**src/rtl/fetch_unit_if.sv**
```systemverilog
// Bus between the fetch unit and its environment: instruction-memory port,
// decode-stage controls (stall/redirect) and the issued instruction.
interface fetch_unit_if;
    // imem_req/imem_ack: imem_req and imem_addr are held stable from the first
    // requesting cycle until the cycle in which imem_ack=1 is seen with
    // imem_req=1; that cycle completes the read and imem_rdata must be valid in
    // it. An imem_ack while imem_req=0 carries nothing and is ignored.
    logic        imem_req;
    logic [15:0] imem_addr;
    logic        imem_ack;
    logic [31:0] imem_rdata;
    logic        stall;
    logic        redirect;
    logic [15:0] redirect_addr;
    logic [31:0] ir;
    logic [3:0]  opcode;
    logic        ir_valid;
    logic [15:0] pc;
    logic [15:0] pc_plus1;
    logic        fetch_err;
    logic [1:0]  dbg_state;

    modport master (
        output imem_req, imem_addr, ir, opcode, ir_valid, pc, pc_plus1,
               fetch_err, dbg_state,
        input  imem_ack, imem_rdata, stall, redirect, redirect_addr
    );

    modport slave (
        input  imem_req, imem_addr, ir, opcode, ir_valid, pc, pc_plus1,
               fetch_err, dbg_state,
        output imem_ack, imem_rdata, stall, redirect, redirect_addr
    );
endinterface

```
**src/rtl/fetch_unit.sv**
```systemverilog
// Instruction fetch FSM (START/FETCH/ISSUE) with in-flight redirect squashing.
// Define FETCH_TIMEOUT_EN to add the fetch wait-timeout and sticky fetch_err.
module fetch_unit #(
    parameter logic [15:0] RESET_PC = 16'h0000,
    parameter int unsigned TIMEOUT  = 15
) (
    input  logic          clk,
    input  logic          rst,
    fetch_unit_if.master  bus
);

    localparam logic [1:0] START = 2'd0;
    localparam logic [1:0] FETCH = 2'd1;
    localparam logic [1:0] ISSUE = 2'd2;

    // TIMEOUT must fit the 4-bit wait counter.
    if (TIMEOUT < 1 || TIMEOUT > 15) begin : g_bad_timeout
        $error("fetch_unit: TIMEOUT must be in 1..15");
    end

    logic [1:0]  state_q, state_d;
    logic [15:0] fpc_q, fpc_d;
    logic [15:0] pc_q, pc_d;
    logic [31:0] ir_q, ir_d;
    logic        ir_valid_q, ir_valid_d;
    logic        squash_q, squash_d;
    logic [15:0] sq_addr_q, sq_addr_d;
    logic        req_w;
    logic        ack_seen;

`ifdef FETCH_TIMEOUT_EN
    localparam logic [3:0] TIMEOUT_LAST = 4'(TIMEOUT - 1);

    logic [3:0] wait_cnt_q, wait_cnt_d;
    logic       idle_q, idle_d;
    logic       fetch_err_q, fetch_err_d;

    assign req_w         = (state_q == FETCH) && !idle_q;
    assign bus.fetch_err = fetch_err_q;
`else
    assign req_w         = (state_q == FETCH);
    assign bus.fetch_err = 1'b0;
`endif

    assign ack_seen      = req_w && bus.imem_ack;
    assign bus.imem_req  = req_w;
    assign bus.imem_addr = fpc_q;
    assign bus.ir        = ir_q;
    assign bus.opcode    = ir_q[31:28];
    assign bus.ir_valid  = ir_valid_q;
    assign bus.pc        = pc_q;
    assign bus.pc_plus1  = pc_q + 16'd1;
    assign bus.dbg_state = state_q;

    always_comb begin
        state_d    = state_q;
        fpc_d      = fpc_q;
        pc_d       = pc_q;
        ir_d       = ir_q;
        ir_valid_d = ir_valid_q;
        squash_d   = squash_q;
        sq_addr_d  = sq_addr_q;
`ifdef FETCH_TIMEOUT_EN
        wait_cnt_d  = wait_cnt_q;
        idle_d      = 1'b0;
        fetch_err_d = fetch_err_q;
`endif
        case (state_q)
            START: state_d = FETCH;
            FETCH: begin
                if (ack_seen) begin
                    // A redirect in the ack cycle squashes just like an earlier one,
                    // and the newest target wins.
                    if (squash_q || bus.redirect) begin
                        fpc_d    = bus.redirect ? bus.redirect_addr : sq_addr_q;
                        squash_d = 1'b0;
                    end else begin
                        ir_d       = bus.imem_rdata;
                        pc_d       = fpc_q;
                        ir_valid_d = 1'b1;
                        state_d    = ISSUE;
                    end
                end else if (bus.redirect) begin
                    squash_d  = 1'b1;
                    sq_addr_d = bus.redirect_addr;
                end
`ifdef FETCH_TIMEOUT_EN
                if (ack_seen) begin
                    wait_cnt_d = 4'd0;
                end else if (req_w) begin
                    if (wait_cnt_q == TIMEOUT_LAST) begin
                        wait_cnt_d  = 4'd0;
                        fetch_err_d = 1'b1;
                        idle_d      = 1'b1;
                    end else begin
                        wait_cnt_d = wait_cnt_q + 4'd1;
                    end
                end
`endif
            end
            ISSUE: begin
                // While stalled, a pending redirect is held by decode until stall drops.
                if (!bus.stall) begin
                    fpc_d      = bus.redirect ? bus.redirect_addr : fpc_q + 16'd1;
                    ir_valid_d = 1'b0;
                    state_d    = FETCH;
                end
            end
            default: state_d = START;
        endcase
    end

    always_ff @(posedge clk) begin
        if (rst) begin
            state_q    <= START;
            fpc_q      <= RESET_PC;
            pc_q       <= RESET_PC;
            ir_q       <= 32'h0;
            ir_valid_q <= 1'b0;
            squash_q   <= 1'b0;
            sq_addr_q  <= 16'h0;
`ifdef FETCH_TIMEOUT_EN
            wait_cnt_q  <= 4'd0;
            idle_q      <= 1'b0;
            fetch_err_q <= 1'b0;
`endif
        end else begin
            state_q    <= state_d;
            fpc_q      <= fpc_d;
            pc_q       <= pc_d;
            ir_q       <= ir_d;
            ir_valid_q <= ir_valid_d;
            squash_q   <= squash_d;
            sq_addr_q  <= sq_addr_d;
`ifdef FETCH_TIMEOUT_EN
            wait_cnt_q  <= wait_cnt_d;
            idle_q      <= idle_d;
            fetch_err_q <= fetch_err_d;
`endif
        end
    end

endmodule

```
**src/flat_wrapper.sv**
```systemverilog
// flat-port wrapper written by rule: the top's interface ports become plain ports
module fetch_unit_flat 
#(
    parameter logic [15:0] RESET_PC = 16'h0000,
    parameter int unsigned TIMEOUT  = 15
)
  (clk, rst, bus_imem_req, bus_imem_addr, bus_ir, bus_opcode, bus_ir_valid, bus_pc, bus_pc_plus1, bus_fetch_err, bus_dbg_state, bus_imem_ack, bus_imem_rdata, bus_stall, bus_redirect, bus_redirect_addr);
  fetch_unit_if bus_i ();
  input  logic clk;
  input  logic rst;
  output wire logic [$bits(bus_i.imem_req)-1:0] bus_imem_req;
  output wire logic [$bits(bus_i.imem_addr)-1:0] bus_imem_addr;
  output wire logic [$bits(bus_i.ir)-1:0] bus_ir;
  output wire logic [$bits(bus_i.opcode)-1:0] bus_opcode;
  output wire logic [$bits(bus_i.ir_valid)-1:0] bus_ir_valid;
  output wire logic [$bits(bus_i.pc)-1:0] bus_pc;
  output wire logic [$bits(bus_i.pc_plus1)-1:0] bus_pc_plus1;
  output wire logic [$bits(bus_i.fetch_err)-1:0] bus_fetch_err;
  output wire logic [$bits(bus_i.dbg_state)-1:0] bus_dbg_state;
  input wire logic [$bits(bus_i.imem_ack)-1:0] bus_imem_ack;
  input wire logic [$bits(bus_i.imem_rdata)-1:0] bus_imem_rdata;
  input wire logic [$bits(bus_i.stall)-1:0] bus_stall;
  input wire logic [$bits(bus_i.redirect)-1:0] bus_redirect;
  input wire logic [$bits(bus_i.redirect_addr)-1:0] bus_redirect_addr;
  assign bus_imem_req = bus_i.imem_req;
  assign bus_imem_addr = bus_i.imem_addr;
  assign bus_ir = bus_i.ir;
  assign bus_opcode = bus_i.opcode;
  assign bus_ir_valid = bus_i.ir_valid;
  assign bus_pc = bus_i.pc;
  assign bus_pc_plus1 = bus_i.pc_plus1;
  assign bus_fetch_err = bus_i.fetch_err;
  assign bus_dbg_state = bus_i.dbg_state;
  assign bus_i.imem_ack = bus_imem_ack;
  assign bus_i.imem_rdata = bus_imem_rdata;
  assign bus_i.stall = bus_stall;
  assign bus_i.redirect = bus_redirect;
  assign bus_i.redirect_addr = bus_redirect_addr;
  fetch_unit #(.RESET_PC(RESET_PC), .TIMEOUT(TIMEOUT)) u_core (.clk(clk), .rst(rst), .bus(bus_i));
endmodule
```
**config.mk**
```make
export PLATFORM = sky130hd
export DESIGN_NAME = fetch_unit_flat
export DESIGN_NICKNAME = d
export VERILOG_FILES = /design/src/rtl/fetch_unit_if.sv /design/src/rtl/fetch_unit.sv /design/src/flat_wrapper.sv
export SDC_FILE = /design/constraint.sdc
export NUM_CORES = 1
export LEC_CHECK = 0
export CAP_MARGIN = 20
export CELL_PAD_IN_SITES_DETAIL_PLACEMENT = 1
export CELL_PAD_IN_SITES_GLOBAL_PLACEMENT = 1
export CORE_MARGIN = 2
export CORE_UTILIZATION = 32
export CTS_CLUSTER_SIZE = 10
export DETAILED_ROUTE_END_ITERATION = 12
export GPL_TIMING_DRIVEN = 0
export PLACE_DENSITY = 0.85
export SLEW_MARGIN = 25
export SYNTH_ARGS = -nofsm -noshare
export SYNTH_HDL_FRONTEND = slang
export SYNTH_SLANG_ARGS = --single-unit
```
**constraint.sdc**
```tcl
create_clock -name clk -period 2.1 [get_ports clk]
set_input_delay 0.21 -clock clk [delete_from_list [all_inputs] [get_ports clk]]
set_output_delay 0.21 -clock clk [all_outputs]
set_load 0.05 [all_outputs]
```
==> load_flow_metrics.sql <==
INSERT INTO impl_metrics (metric_group, metric, value, unit) VALUES
('floorplan', 'core_region_area', '12100', 'um^2'),
('power', 'netSwitchingPower', '1.07', 'mW'),
('worst_setup_path', 'path_class', 'reg -> out', ''),
('sta', 'finalCriticalPeriod', '2.09', 'ns'),
('floorplan', 'ioPinCount', '142', ''),
('floorplan', 'die-height', '115', 'um'),
('sta', 'timing_worst_slew_pin_value', '0.626', 'ns'),
('power', 'sw_frac_of_total', '27.2', '%'),
('worst_setup_path', 'rrSetupSlack', '0.11', 'ns'),
('sta', 'hold_violations', '0', ''),
('drt', 'drt-pass1-iter-count', '4', ''),
('drt', 'ant_nets', '0', ''),
('sta', 'finalCritPeriodShare', '99.5', '%'),
('run', 'max_cap_viol_count', '0', ''),
('clocking', 'clock_tree.root_cell', 'sky130_fd_sc_hd__clkbuf_16', ''),
('synthesis', 'synth.top_cell.area_share', '42.3', '%'),
('worst_hold_path', 'min_delay_worst_endpoint', 'u_core.bus.ir[18]', ''),
('worst_setup_path', 'worst_setup_path_start_kind', 'flop', ''),
('outcome', 'status', 'finished clean', ''),
('worst_hold_path', 'min-delay-path-class', 'in -> reg', ''),
('finish', 'drive_above_1_share', '12.1', '%'),
('sta', 'worst_slew_margin_relative_to_its_limit', '58.3', '%'),
('synthesis', 'post_synth_most_frequent_cells', 'sky130_fd_sc_hd__nand2_1 (150), sky130_fd_sc_hd__dfxtp_1 (84), sky130_fd_sc_hd__a21oi_1 (82)', ''),
('power', 'cellInternalPower', '2.86', 'mW'),
('sta', 'setup_repair_after_global_routing_missed_its_margin', 'true', ''),
('synthesis', 'synth.net_count', '582', ''),
('synthesis', 'postSynthCellCount', '527', ''),
('synthesis', 'synth-seq-area-share', '42.3', '%'),
('clocking', 'cts_hold_buffers', '0', ''),
('worst_setup_path', 'critPathMaxFanout', '6', ''),
('power', 'clock_power_share', '41.4', '%'),
('finish', 'fillers', '1450', ''),
('synthesis', 'synth_top_cell_by_area', 'sky130_fd_sc_hd__dfxtp_1', ''),
('worst_hold_path', 'hold_path_depth', '3', ''),
('clocking', 'clk_path_buf_depth', '2', ''),
('synthesis', 'synthMostInstantiatedCell', 'sky130_fd_sc_hd__nand2_1', ''),
('synthesis', 'post_synth_edffs', '0', ''),
('place', 'numPortBuffers', '139', ''),
('clocking', 'cts.sinks', '84', ''),
('synthesis', 'synth-seq-cells', '84', ''),
('power', 'power_leakage', '2.13', 'nW'),
('clocking', 'number_of_cts_inserted_buffers', '9', ''),
('clocking', 'cts_tree', 'done', ''),
('finish', 'area_delta_synth_final', '53.5', '%'),
('finish', 'storage_cell_area', '1710', 'um^2'),
('synthesis', 'syn_avg_cell_area', '7.55', 'um^2'),
('synthesis', 'synth.area.top_cells', 'sky130_fd_sc_hd__dfxtp_1 (42%), sky130_fd_sc_hd__nand2_1 (14%), sky130_fd_sc_hd__a21oi_1 (10%)', ''),
('global_route', 'largest_net_degree_at_the_start_of_global_routing', '14', ''),
('worst_setup_path', 'timing.reg2reg.worst_path_depth', '5', ''),
('synthesis', 'synth_top_flop_cell', 'sky130_fd_sc_hd__dfxtp_1', ''),
('finish', 'final_core_density', '50.6', '%'),
('sta', 'max_freq', '0.479', 'GHz'),
('finish', 'antenna-diode-count', '0', ''),
('sta', 'setup_viol', '0', ''),
('power', 'share_seq_of_total_power', '42.7', '%'),
('drt', 'routedWlPerCell', '16.6', 'um'),
('synthesis', 'synth.distinct_cells', '54', ''),
('finish', 'multiInputGateArea', '2220', 'um^2'),
('drt', 'drc_markers', '0', ''),
('floorplan', 'fp.dieW', '115', 'um'),
('synthesis', 'synth_area', '3980', 'um^2'),
('global_route', 'grt_pass1_wl', '22400', 'um'),
('finish', 'final_cells', '854', ''),
('floorplan', 'die_area', '13300', 'um^2'),
('sta', 'final.setup_skew', '0.00673', 'ns'),
('power', 'irDropWorstVdd', '0.356', 'mV'),
('finish', 'finalNetCount', '736', ''),
('power', 'power-per-cell-area', '644', 'nW/um^2'),
('worst_setup_path', 'cp.required', '1.89', 'ns'),
('place', 'gp_congestion', '0.929', ''),
('sta', 'hold_ws', '0.424', 'ns');
==> how the worst max path moves through the flow <==
stage | to | slack [ns] | cells past startpoint
after global routing | bus_pc_plus1[12] | -0.08 | 6
after global placement | bus_pc_plus1[12] | -0.56 | 6
final | bus_pc_plus1[14] | 0.01 | 7
after floorplan | bus_pc_plus1[12] | -0.05 | 5
after detailed placement | bus_pc_plus1[12] | -0.64 | 6
after CTS | bus_pc_plus1[12] | -0.06 | 6
==> through the flow <==
stage	worst slack (ns)	power [mW]	setup TNS [ns]	instance area (um^2)
global placement	-0.561	2.32	-6.40	5690
finish	0.0115	3.93	0	6100
CTS	-0.0591	3.95	-0.0692	6050
floorplan	-0.0464	2.07	-0.0765	4090
global route	-0.0763	4.07	-0.194	6100
detailed placement	-0.643	2.34	-11.07	5690
==> worst max-delay path, cell delays in order, from the launching register on <==
cell and delay (ns):
sky130_fd_sc_hd__dfxtp_4 0.39, sky130_fd_sc_hd__ha_4 0.16, sky130_fd_sc_hd__nand4_1 0.20, sky130_fd_sc_hd__nor3_4 0.28
sky130_fd_sc_hd__buf_6 0.15, sky130_fd_sc_hd__nand2_4 0.06, sky130_fd_sc_hd__xnor2_4 0.13, sky130_fd_sc_hd__buf_6 0.17
==> layout make-up <==
class | instances | area share, %
flip-flops and latches | 84 | 27.9
well taps | 168 | 3.44
repair buffers | 143 | 23.3
inverters | 7 | 0.430
clock inverters | 4 | 0.779
multi-input cells | 393 | 36.4
clock buffers | 12 | 4.20
plain buffers | 43 | 3.46
==> state kept, by name, summed over array words and instances (netlist names) <==
| name | flops |
|---|---|
| u_core.bus.dbg_state | 2 |
| u_core.bus.imem_addr | 16 |
| u_core.bus.ir | 32 |
| u_core.bus.ir_valid | 1 |
| u_core.bus.pc | 16 |
| u_core.sq_addr_q | 16 |
| u_core.squash_q | 1 |
==> power by group through the flow <==
stage | Sequential (mW) | Clock, mW | Combinational, mW
floorplan | 1.84 | 0 | 0.227
global placement | 1.72 | 0 | 0.607
detailed placement | 1.72 | 0 | 0.620
CTS | 1.68 | 1.65 | 0.621
global route | 1.69 | 1.72 | 0.664
finish | 1.68 | 1.63 | 0.623
==> timing repair <==
item	4_1_cts	5_1_grt
pin swaps	3	3
buffers inserted	1	3
setup endpoints to repair	18	27
gates resized for setup	57	18
==> layer usage <==
metal / track usage [%] / vias to the layer above / part of all wire, %
met5: 0 / - / 0
met4: 6.35 / 0 / 1.4
met3: 2.88 / 13 / 4.7
met2: 38.2 / 107 / 50
met1: 26.5 / 2066 / 44
li1: - / 2117 / -
==> cells by family (layout without fill, tap and decap cells) <==
kind of cell | Yosys count | count (layout) | share of synthesized area [%]
xor+xnor | 16 | 16 | 3.52
other cells | 1 | 1 | 0.0943
flops | 84 | 84 | 42.3
fa+ha+maj | 2 | 2 | 0.629
mux | 2 | 2 | 0.535
compound gates | 132 | 132 | 19.1
simple gates | 240 | 240 | 27.9
buf+inv | 50 | 209 | 5.92
==> placed cells by master (no fill, tap or decap), types with 5 or more instances in the layout <==
cell type / netlist / routed
sky130_fd_sc_hd__a21oi_1: 82 / 82
sky130_fd_sc_hd__o21ai_0: 13 / 13
sky130_fd_sc_hd__inv_1: 6 / 5
sky130_fd_sc_hd__nor2_1: 12 / 12
sky130_fd_sc_hd__xnor2_1: 12 / 7
sky130_fd_sc_hd__nand2_1: 150 / 149
sky130_fd_sc_hd__nand2b_1: 12 / 12
sky130_fd_sc_hd__o21ai_1: 7 / 7
sky130_fd_sc_hd__nand4_1: 12 / 12
sky130_fd_sc_hd__dfxtp_1: 84 / 75
sky130_fd_sc_hd__buf_6: 1 / 6
sky130_fd_sc_hd__clkdlybuf4s50_1: 0 / 127
sky130_fd_sc_hd__clkbuf_16: 0 / 9
sky130_fd_sc_hd__buf_4: 6 / 10
sky130_fd_sc_hd__nand3_1: 16 / 15
sky130_fd_sc_hd__dfxtp_4: 0 / 5
sky130_fd_sc_hd__clkbuf_1: 22 / 21
sky130_fd_sc_hd__buf_2: 12 / 13
sky130_fd_sc_hd__nor3_1: 8 / 7
(Power assumes the default switching activity.)
